File: src/rtl/rf_wb_arbiter_pkg.sv
// Shared constants and types for the register-file writeback arbiter.
// The FIFO entry struct is the {rd, data} pair queued from the multi-cycle unit.
package rf_wb_arbiter_pkg;
   localparam int REG_ADDR_W       = 5;
   localparam int XLEN             = 32;
   localparam int FIFO_DEPTH_DEF   = 2;
   localparam int STARVE_LIMIT_DEF = 8;

   typedef struct packed {
      logic [REG_ADDR_W-1:0] rd;
      logic [XLEN-1:0]       data;
   } mc_entry_t;

   localparam int MC_ENTRY_W = $bits(mc_entry_t);
endpackage

File: src/rtl/rf_wb_arbiter_sync.sv
// Synchronous FIFO with full/empty flags; pointers carry one extra wrap bit.
// Push while full and pop while empty are ignored.
module sync_fifo #(
   parameter int WIDTH = 8,
   parameter int DEPTH = 2
) (
   input  logic             clk_i,
   input  logic             rst_i,
   input  logic             push_i,
   input  logic [WIDTH-1:0] din_i,
   input  logic             pop_i,
   output logic [WIDTH-1:0] dout_o,
   output logic             full_o,
   output logic             empty_o
);
   localparam int AW = $clog2(DEPTH);

   logic [AW:0]      wr_ptr_q, wr_ptr_d;
   logic [AW:0]      rd_ptr_q, rd_ptr_d;
   logic [WIDTH-1:0] mem_q [DEPTH];
   logic [WIDTH-1:0] mem_d [DEPTH];
   logic             do_push, do_pop;

   assign empty_o = (wr_ptr_q == rd_ptr_q);
   assign full_o  = (wr_ptr_q[AW] != rd_ptr_q[AW]) &&
                    (wr_ptr_q[AW-1:0] == rd_ptr_q[AW-1:0]);
   assign dout_o  = mem_q[rd_ptr_q[AW-1:0]];
   assign do_push = push_i && !full_o;
   assign do_pop  = pop_i && !empty_o;

   always_comb begin
      wr_ptr_d = wr_ptr_q + {{AW{1'b0}}, do_push};
      rd_ptr_d = rd_ptr_q + {{AW{1'b0}}, do_pop};
      mem_d    = mem_q;
      if (do_push) mem_d[wr_ptr_q[AW-1:0]] = din_i;
   end

   always_ff @(posedge clk_i) begin
      if (rst_i) begin
         wr_ptr_q <= '0;
         rd_ptr_q <= '0;
      end else begin
         wr_ptr_q <= wr_ptr_d;
         rd_ptr_q <= rd_ptr_d;
      end
   end

   // Storage needs no reset: an entry is only read after it has been written.
   always_ff @(posedge clk_i) begin
      mem_q <= mem_d;
   end
endmodule

File: src/rtl/rf_wb_arbiter.sv
// Shares the register-file write port between the pipeline WB stage (never stalls)
// and queued multi-cycle results; tracks pending rds and starvation to stall ID.
module rf_wb_arbiter
   import rf_wb_arbiter_pkg::*;
#(
   parameter int FIFO_DEPTH   = FIFO_DEPTH_DEF,
   parameter int STARVE_LIMIT = STARVE_LIMIT_DEF
) (
   input  logic                  clk_i,
   input  logic                  rst_i,
   input  logic                  wb_we_i,
   input  logic [REG_ADDR_W-1:0] wb_rd_i,
   input  logic [XLEN-1:0]       wb_dat_i,
   input  logic                  mc_valid_i,
   input  logic [REG_ADDR_W-1:0] mc_rd_i,
   input  logic [XLEN-1:0]       mc_dat_i,
   output logic                  mc_ready_o,
   input  logic                  mc_issue_i,
   input  logic [REG_ADDR_W-1:0] mc_issue_rd_i,
   input  logic [REG_ADDR_W-1:0] id_rs1_i,
   input  logic [REG_ADDR_W-1:0] id_rs2_i,
   input  logic [REG_ADDR_W-1:0] id_rd_i,
   output logic                  rf_we_o,
   output logic [REG_ADDR_W-1:0] rd_o,
   output logic [XLEN-1:0]       rf_wd_o,
   output logic                  stall_o
);
   localparam int CNT_W = $clog2(STARVE_LIMIT) + 1;
   localparam logic [CNT_W-1:0] STARVE_MAX = CNT_W'(STARVE_LIMIT);

   mc_entry_t       in_entry, head;
   logic            fifo_full, fifo_empty;
   logic            wb_act, push, pop, head_live;
   logic [31:0]     pending_q, pending_d;
   logic [CNT_W-1:0] starve_q, starve_d;

   assign in_entry = '{rd: mc_rd_i, data: mc_dat_i};

   sync_fifo #(
      .WIDTH (MC_ENTRY_W),
      .DEPTH (FIFO_DEPTH)
   ) u_fifo (
      .clk_i   (clk_i),
      .rst_i   (rst_i),
      .push_i  (push),
      .din_i   (in_entry),
      .pop_i   (pop),
      .dout_o  (head),
      .full_o  (fifo_full),
      .empty_o (fifo_empty)
   );

   // Reset blanks the write port so queued results are dropped, never committed.
   assign wb_act     = !rst_i && wb_we_i && (wb_rd_i != '0);
   assign mc_ready_o = !rst_i && !fifo_full;
   assign push       = mc_valid_i && mc_ready_o;
   assign pop        = !rst_i && !wb_act && !fifo_empty;
   assign head_live  = pop && (head.rd != '0);

   always_comb begin
      rf_we_o = 1'b0;
      rd_o    = '0;
      rf_wd_o = '0;
      if (wb_act) begin
         rf_we_o = 1'b1;
         rd_o    = wb_rd_i;
         rf_wd_o = wb_dat_i;
      end else if (head_live) begin
         rf_we_o = 1'b1;
         rd_o    = head.rd;
         rf_wd_o = head.data;
      end
   end

   // Clear before set so an issue to the rd committing this cycle stays pending.
   always_comb begin
      pending_d = pending_q;
      if (head_live) pending_d[head.rd] = 1'b0;
      if (mc_issue_i && (mc_issue_rd_i != '0)) pending_d[mc_issue_rd_i] = 1'b1;
      pending_d[0] = 1'b0;
   end

   always_comb begin
      starve_d = starve_q;
      if (fifo_empty || pop)          starve_d = '0;
      else if (starve_q != STARVE_MAX) starve_d = starve_q + 1'b1;
   end

   assign stall_o = pending_q[id_rs1_i] | pending_q[id_rs2_i] | pending_q[id_rd_i] |
                    (starve_q == STARVE_MAX);

   always_ff @(posedge clk_i) begin
      if (rst_i) begin
         pending_q <= '0;
         starve_q  <= '0;
      end else begin
         pending_q <= pending_d;
         starve_q  <= starve_d;
      end
   end
endmodule

File: config.mk
export PLATFORM = sky130hd
export DESIGN_NAME = rf_wb_arbiter
export DESIGN_NICKNAME = d
export VERILOG_FILES = /design/src/rtl/rf_wb_arbiter_pkg.sv /design/src/rtl/rf_wb_arbiter_sync.sv /design/src/rtl/rf_wb_arbiter.sv
export SDC_FILE = /design/constraint.sdc
export NUM_CORES = 1
export LEC_CHECK = 0
export ABC_AREA = 0
export BUFFER_PORTS_ARGS = -buffer_cell sky130_fd_sc_hd__buf_2
export CAP_MARGIN = 20
export CORE_MARGIN = 4
export CORE_UTILIZATION = 54
export CTS_CLUSTER_SIZE = 40
export DETAILED_ROUTE_END_ITERATION = 8
export HOLD_SLACK_MARGIN = 0.1
export PLACE_DENSITY = 0.83
export SETUP_SLACK_MARGIN = 0.3
export SYNTH_ARGS = -nofsm -noshare
export SYNTH_HDL_FRONTEND = slang
export SYNTH_HIERARCHICAL = 1
export SYNTH_SLANG_ARGS = --single-unit
File: constraint.sdc
create_clock -name clk_i -period 3 [get_ports clk_i]
set_input_delay 0.45 -clock clk_i [delete_from_list [all_inputs] [get_ports clk_i]]
set_output_delay 0.45 -clock clk_i [all_outputs]
set_load 0.01 [all_outputs]
# After elaboration in Yosys (flattened, before gate mapping)
# Index checks and enable logic that the tools add are counted.
[op_classes]
n_mul = 0
magnitude_cmp = 10
eq_ne = 5
add_sub_neg = 3
n_shift = 0
div = 0
mux = 24
bitwise = 8
reduce_logical = 23
[ops]
columns = ["op", "count"]
rows = [
  ["$mux W37", 4],
  ["$mux W32", 4],
  ["$bwmux W74", 1],
  ["$demux W37 S1", 1],
  ["$and A32 B32 Y32", 1],
  ["$not A32 Y32", 1],
  ["$or A32 B32 Y32", 1],
  ["$lt A5 B6 Y1 const B", 5],
  ["$bmux W1 S5", 3],
  ["$reduce_bool A5 Y1", 3],
  ["$logic_and A1 B1 Y1", 14],
  ["$demux W1 S5", 2],
  ["$ge A5 B1 Y1 const B", 2],
  ["$mux W5", 2],
  ["$mux W1", 7],
  ["$add A2 B1 Y2", 2],
  ["$add A4 B1 Y4 const B", 1],
  ["$eq A4 B4 Y1 const B", 1],
  ["$ge A2 B2 Y1 const B", 2],
  ["$logic_not A1 Y1", 4],
  ["$ne A4 B4 Y1 const B", 1],
  ["$not A1 Y2", 2],
  ["$or A1 B1 Y1", 3],
  ["$eq A2 B2 Y1", 1],
  ["5 further kinds", 5],
]
[word_totals]
n_memories = 0
rom_bits = 0
ram_bits = 0
register_bits = 114
latch_bits = 0

# Longest topological paths before layout
[logic_depth]
depth_word = 13
depth_mapped = 10

# Modules after synthesis
# Netlist, hierarchy kept.
[modules_own_cells]
columns = ["module", "n_inst", "cells_per_inst", "area_each_um2"]
rows = [
  ["sync_fifo", 1, 137, 2925.3],
  ["rf_wb_arbiter", 1, 330, 2851.5],
]

# Least setup slack after synthesis
# Ideal clock, no wire load.
[synth_path]
path_kind = "register to register"
startpoint = "register u_fifo.rd_ptr_q[0]"
endpoint = "register u_fifo/mem_q[0] in the netlist's numbering, enable pin"
t_arrival_ns = 2.380
period_less_slack_ns = 2.779
setup_ns = 0.399
path_slack_ns = 0.221
path_stages_with_launch = 8
n_path_buf = 1
cell_sequence = "dfxtp_1 > buf_4 > xor2_1 > nor2_1 > nor2_1 > and2_1 > a21boi_0 > ha_1"
[synth_via]
elab_chain_len = 6
[synth_lines]
columns = ["item", "line", "source"]
rows = [
  ["start, declared", "rf_wb_arbiter_sync.sv:19", "logic [AW:0] rd_ptr_q, rd_ptr_d;"],
  ["start signal, assigned", "rf_wb_arbiter_sync.sv:44", "rd_ptr_q <= rd_ptr_d;"],
  ["$eq A1 B1 Y1", "rf_wb_arbiter_sync.sv:26", "(wr_ptr_q[AW-1:0] == rd_ptr_q[AW-1:0]);"],
  ["$logic_and A1 B1 Y1", "rf_wb_arbiter_sync.sv:25", "assign full_o = (wr_ptr_q[AW] != rd_ptr_q[AW]) &&"],
  ["via fifo_full", "rf_wb_arbiter.sv:32", "logic fifo_full, fifo_empty;"],
  ["$logic_not A1 Y1", "rf_wb_arbiter.sv:55", "assign mc_ready_o = !rst_i && !fifo_full;"],
  ["$logic_and A1 B1 Y1", "rf_wb_arbiter.sv:55", ""],
  ["via mc_ready_o", "rf_wb_arbiter.sv:17", "output logic mc_ready_o,"],
  ["$logic_and A1 B1 Y1", "rf_wb_arbiter.sv:56", "assign push = mc_valid_i && mc_ready_o;"],
  ["via push", "rf_wb_arbiter.sv:33", "logic wb_act, push, pop, head_live;"],
  ["$logic_and A1 B1 Y1", "rf_wb_arbiter_sync.sv:28", "assign do_push = push_i && !full_o;"],
  ["end signal, assigned", "rf_wb_arbiter_sync.sv:50", "mem_q <= mem_d;"],
  ["end, declared", "rf_wb_arbiter_sync.sv:20", "logic [WIDTH-1:0] mem_q [DEPTH];"],
]
# The timed path passes the listed nets, and every way through them passes these cells.
# A chain may end at the register's enable or synchronous reset.

# Worst setup path after layout
[layout_path]
startpoint = "register u_fifo.rd_ptr_q[0]"
endpoint = "output port rf_wd_o[6]"
[layout_via]
word_cells_on_any_way = 11
classes_between = "eq/ne: 1; mux: 5; bitwise: 1; reduce/logical: 4"
[layout_lines]
columns = ["item", "line", "source"]
rows = [
  ["$eq A2 B2 Y1", "rf_wb_arbiter_sync.sv:24", "assign empty_o = (wr_ptr_q == rd_ptr_q);"],
  ["via fifo_empty", "rf_wb_arbiter.sv:32", ""],
  ["$logic_not A1 Y1", "rf_wb_arbiter.sv:57", "assign pop = !rst_i && !wb_act && !fifo_empty;"],
  ["$logic_and A1 B1 Y1", "rf_wb_arbiter.sv:57", ""],
  ["$logic_and A1 B1 Y1", "rf_wb_arbiter.sv:58", "assign head_live = pop && (head.rd != '0);"],
  ["$mux W32", "rf_wb_arbiter.sv:68", "end else if (head_live) begin"],
  ["$mux W32", "rf_wb_arbiter.sv:64", "if (wb_act) begin"],
  ["end, declared", "rf_wb_arbiter.sv:25", "output logic [XLEN-1:0] rf_wd_o,"],
]
# The timed path passes the listed nets, and every way through them passes these cells. The select of a mux whose other input is x is not followed.

==> key figures <==
Run status
  • Outcome: finished clean

Layout
  • Seq. cell area: between 3000 and 4000 um^2
  • Fin cells: 765
  • Fin util: 0.710
  • Synthesis-to-finish area growth: 27.4%
  • Filler cells: 710
  • Share of cells above drive strength 1: 0.439
  • Multi-input logic area: 2650 um^2
  • Final #Nets: around 720

Global route
  • Number of global-route vias before repair: approximately 4700
  • Antenna violations before repair: 2
  • GRT Residual Overflow: 0
  • Largest net degree at the start of global routing: 32
  • Total GRT Usage: 0.253
  • First-pass GRT wire length: 24.8 mm

Logic synthesis
  • Syn Std Cell Area: 5780 um^2
  • Yosys warnings: 6
  • Average size of a mapped cell: 12.4 um^2
  • Synth top area share: 0.385
  • Ranking of synthesized cells by area: edfxtp_1 38%, dfxtp_1 14%, mux4_2 8.2%
  • Synth cell count leaders: 74 x edfxtp_1, 39 x dfxtp_1, 36 x a22o_1
  • Register area share after synthesis: 0.520
  • Async SR Flop Fraction: 0
  • #FFs+latches synth: between 100 and 150
  • Syn Inst Count: 467
  • Post-synth cell types: 45
  • Post-synth EDFFs: 74
  • Synthesized Nets: between 500 and 600
  • Post-synth top area cell: edfxtp_1
  • Synth Flop Type: edfxtp_1
  • Most frequent cell after synthesis: edfxtp_1

Placed design
  • Inst Count DP: 710
  • Final HPWL DP: 10.6 mm
  • GPL Wtd Cong: 0.890
  • Port bufs: 138

Critical path
  • Crit Path Class: reg2out
  • CP startpoint: u_fifo/rd_ptr_q[0]
  • Start of the worst register-to-register path: u_fifo/rd_ptr_q[0]
  • Crit. End Element: output pin
  • Critical path arrival: 2500 ps
  • Crit path launch type: flop
  • Reg2Reg Setup Slack: around 140 ps
  • Required time of the critical path: between 2000 and 3000 ps
  • Worst-path maximum fanout: 12

STA
  • Period Utilization, post-route: 0.982
  • Max-slew headroom: 0.523
  • Least-Margin Pin Slew: 715 ps
  • Setup-failing EPs final: 0
  • Hold slack: 131 ps
  • Skew final: 5.30 ps
  • Final Hold Fails: 0
  • Final critical-path required period: 2950 ps
  • Fmax: 0.339 GHz
  • RSZ-0062 raised after global routing: true
  • Pins Over Slew Limit: 0

Floorplanning
  • Initial Utilization: 0.557
  • Die width: 111 um
  • I/O pins: 139
  • Die Area: 12400 um^2
  • Chip height: approximately 110 um
  • Core ar.: 10400 um^2
  • Site Rows: 37

Clock tree
  • Root Buffer Master: clkbuf_8
  • Clock Sinks: ~110
  • Total CTS buffers: 17
  • CTS Hold Bufs: 0
  • Worst skew pair latency: 510 ps
  • Reg clk slew, reported paths: 50 ps
  • Clock buffer depth: 2
  • H-tree Lvls: 4
  • CTS tree: done

Drt
  • Via count: around 4800
  • Routed WL per cell: 21.6 um
  • Post-route antenna net violation count: 0
  • Vias per Instance: 6.27
  • Total routed wirelength: 16.5 mm
  • Initial DRC Count: roughly 570
  • Pre-antenna DRT Iters: 5
  • Residual DRC count: 0

Power
  • Leakage: 2.83 nW
  • Clk network pwr share: 0.440
  • Peak supply drop: between 400 and 500 uV
  • Net Sw Frac: 0.237
  • Comb power frac: 0.118
  • Seq pwr share: 0.441
  • PD cells: 534 nW/um^2
  • Switching power: approximately 930 uW
  • Cell Int Power: roughly 3.0 mW
  • Total power: 3.93 mW

Min path
  • Hold Crit Class: in2reg
  • Hold Path Origin: mc_dat_i[13]

Flow run
  • Max cap viols: 0
cell usage in the layout, fill, tap and decap left out, types with 18 or more instances in the layout:
cell type,n
buf_2,137
a22o_1,36
nand2_1,34
mux2_2,26
mux4_2,21
a21oi_1,25
buf_4,18
dfxtp_1,35
nor2_1,29
edfxtp_1,74
critical path, stage by stage (launching register included):
cell and delay [ps]:
dfxtp_4 380, buf_4 150, buf_12 130, buf_16 150, xor2_2 190, nor2_2 190, nor2_2 80, buf_6 140
and3_4 240, a22o_1 210, buf_2 140
power groups by stage:
stage | Sequential (mW) | Clock, mW | Combinational [mW]
floorplan | 1.76 | 0 | 0.244
global placement | 1.76 | 0 | 0.390
finish | 1.73 | 1.73 | 0.466
detailed placement | 1.76 | 0 | 0.405
global route | 1.74 | 1.83 | 0.499
CTS | 1.73 | 1.74 | 0.436
kinds of logic after synthesis:
logic type | count (synthesis) | share of synthesized area
muxes | 70 | 0.182
DFF | 113 | 0.520
adders and majority gates | 5 | 0.0108
and+or+nand+nor | 120 | 0.101
buffers and inverters | 45 | 0.0405
AOI/OAI and AO/OA | 105 | 0.132
xor gates and xnor gates | 9 | 0.0136
registers in the layout, indices dropped and copies added (netlist names):
| name | cells |
|---|---|
| u_fifo/mem_q | 74 |
| starve_q | 4 |
| u_fifo/wr_ptr_q | 2 |
| u_fifo/rd_ptr_q | 2 |
| pending_q | 31 |
cell type report:
class	count	share of cell area
diodes	2	0.000680
clock buffers	18	0.0568
clock inverters	13	0.0133
inverters	7	0.00357
multi-input cells	312	0.360
flip-flops and latches	113	0.409
well taps	136	0.0231
repair buffers	164	0.134
stage by stage:
stage	area (um^2)	TNS [ps]	setup slack (ps)
2_1_floorplan	5780	0	244
3_3_place_gp	6530	0	391
3_5_place_dp	6530	0	290
4_1_cts	7220	0	59.4
5_1_grt	7360	-197	-27.2
6_report	7360	0	53.0
per-layer routing:
| layer | up-vias | routed length (um) | global-route usage |
|---|---|---|---|
| li1 | 2112 | - | - |
| met1 | 2351 | 6200 | 0.317 |
| met2 | 285 | 8450 | 0.437 |
| met3 | 46 | 1430 | 0.0641 |
| met4 | 0 | 406 | 0.0689 |
| met5 | - | 0 | 0 |
timing repair:
action                     CTS  global route
gates cloned                 3             1
resized for setup           26             6
setup endpoints to repair   67            39
buffers inserted             8            10
pin swaps                    7             9
final timing paths:
check	depth (start not counted)	to
worst min-delay path	1	u_fifo/mem_q[13]
worst min register to register	2	pending_q[9]
worst max register to register	11	u_fifo/mem_q[21]
worst max-delay path	10	rf_wd_o[6]
Power figures use the tool's default switching activity.
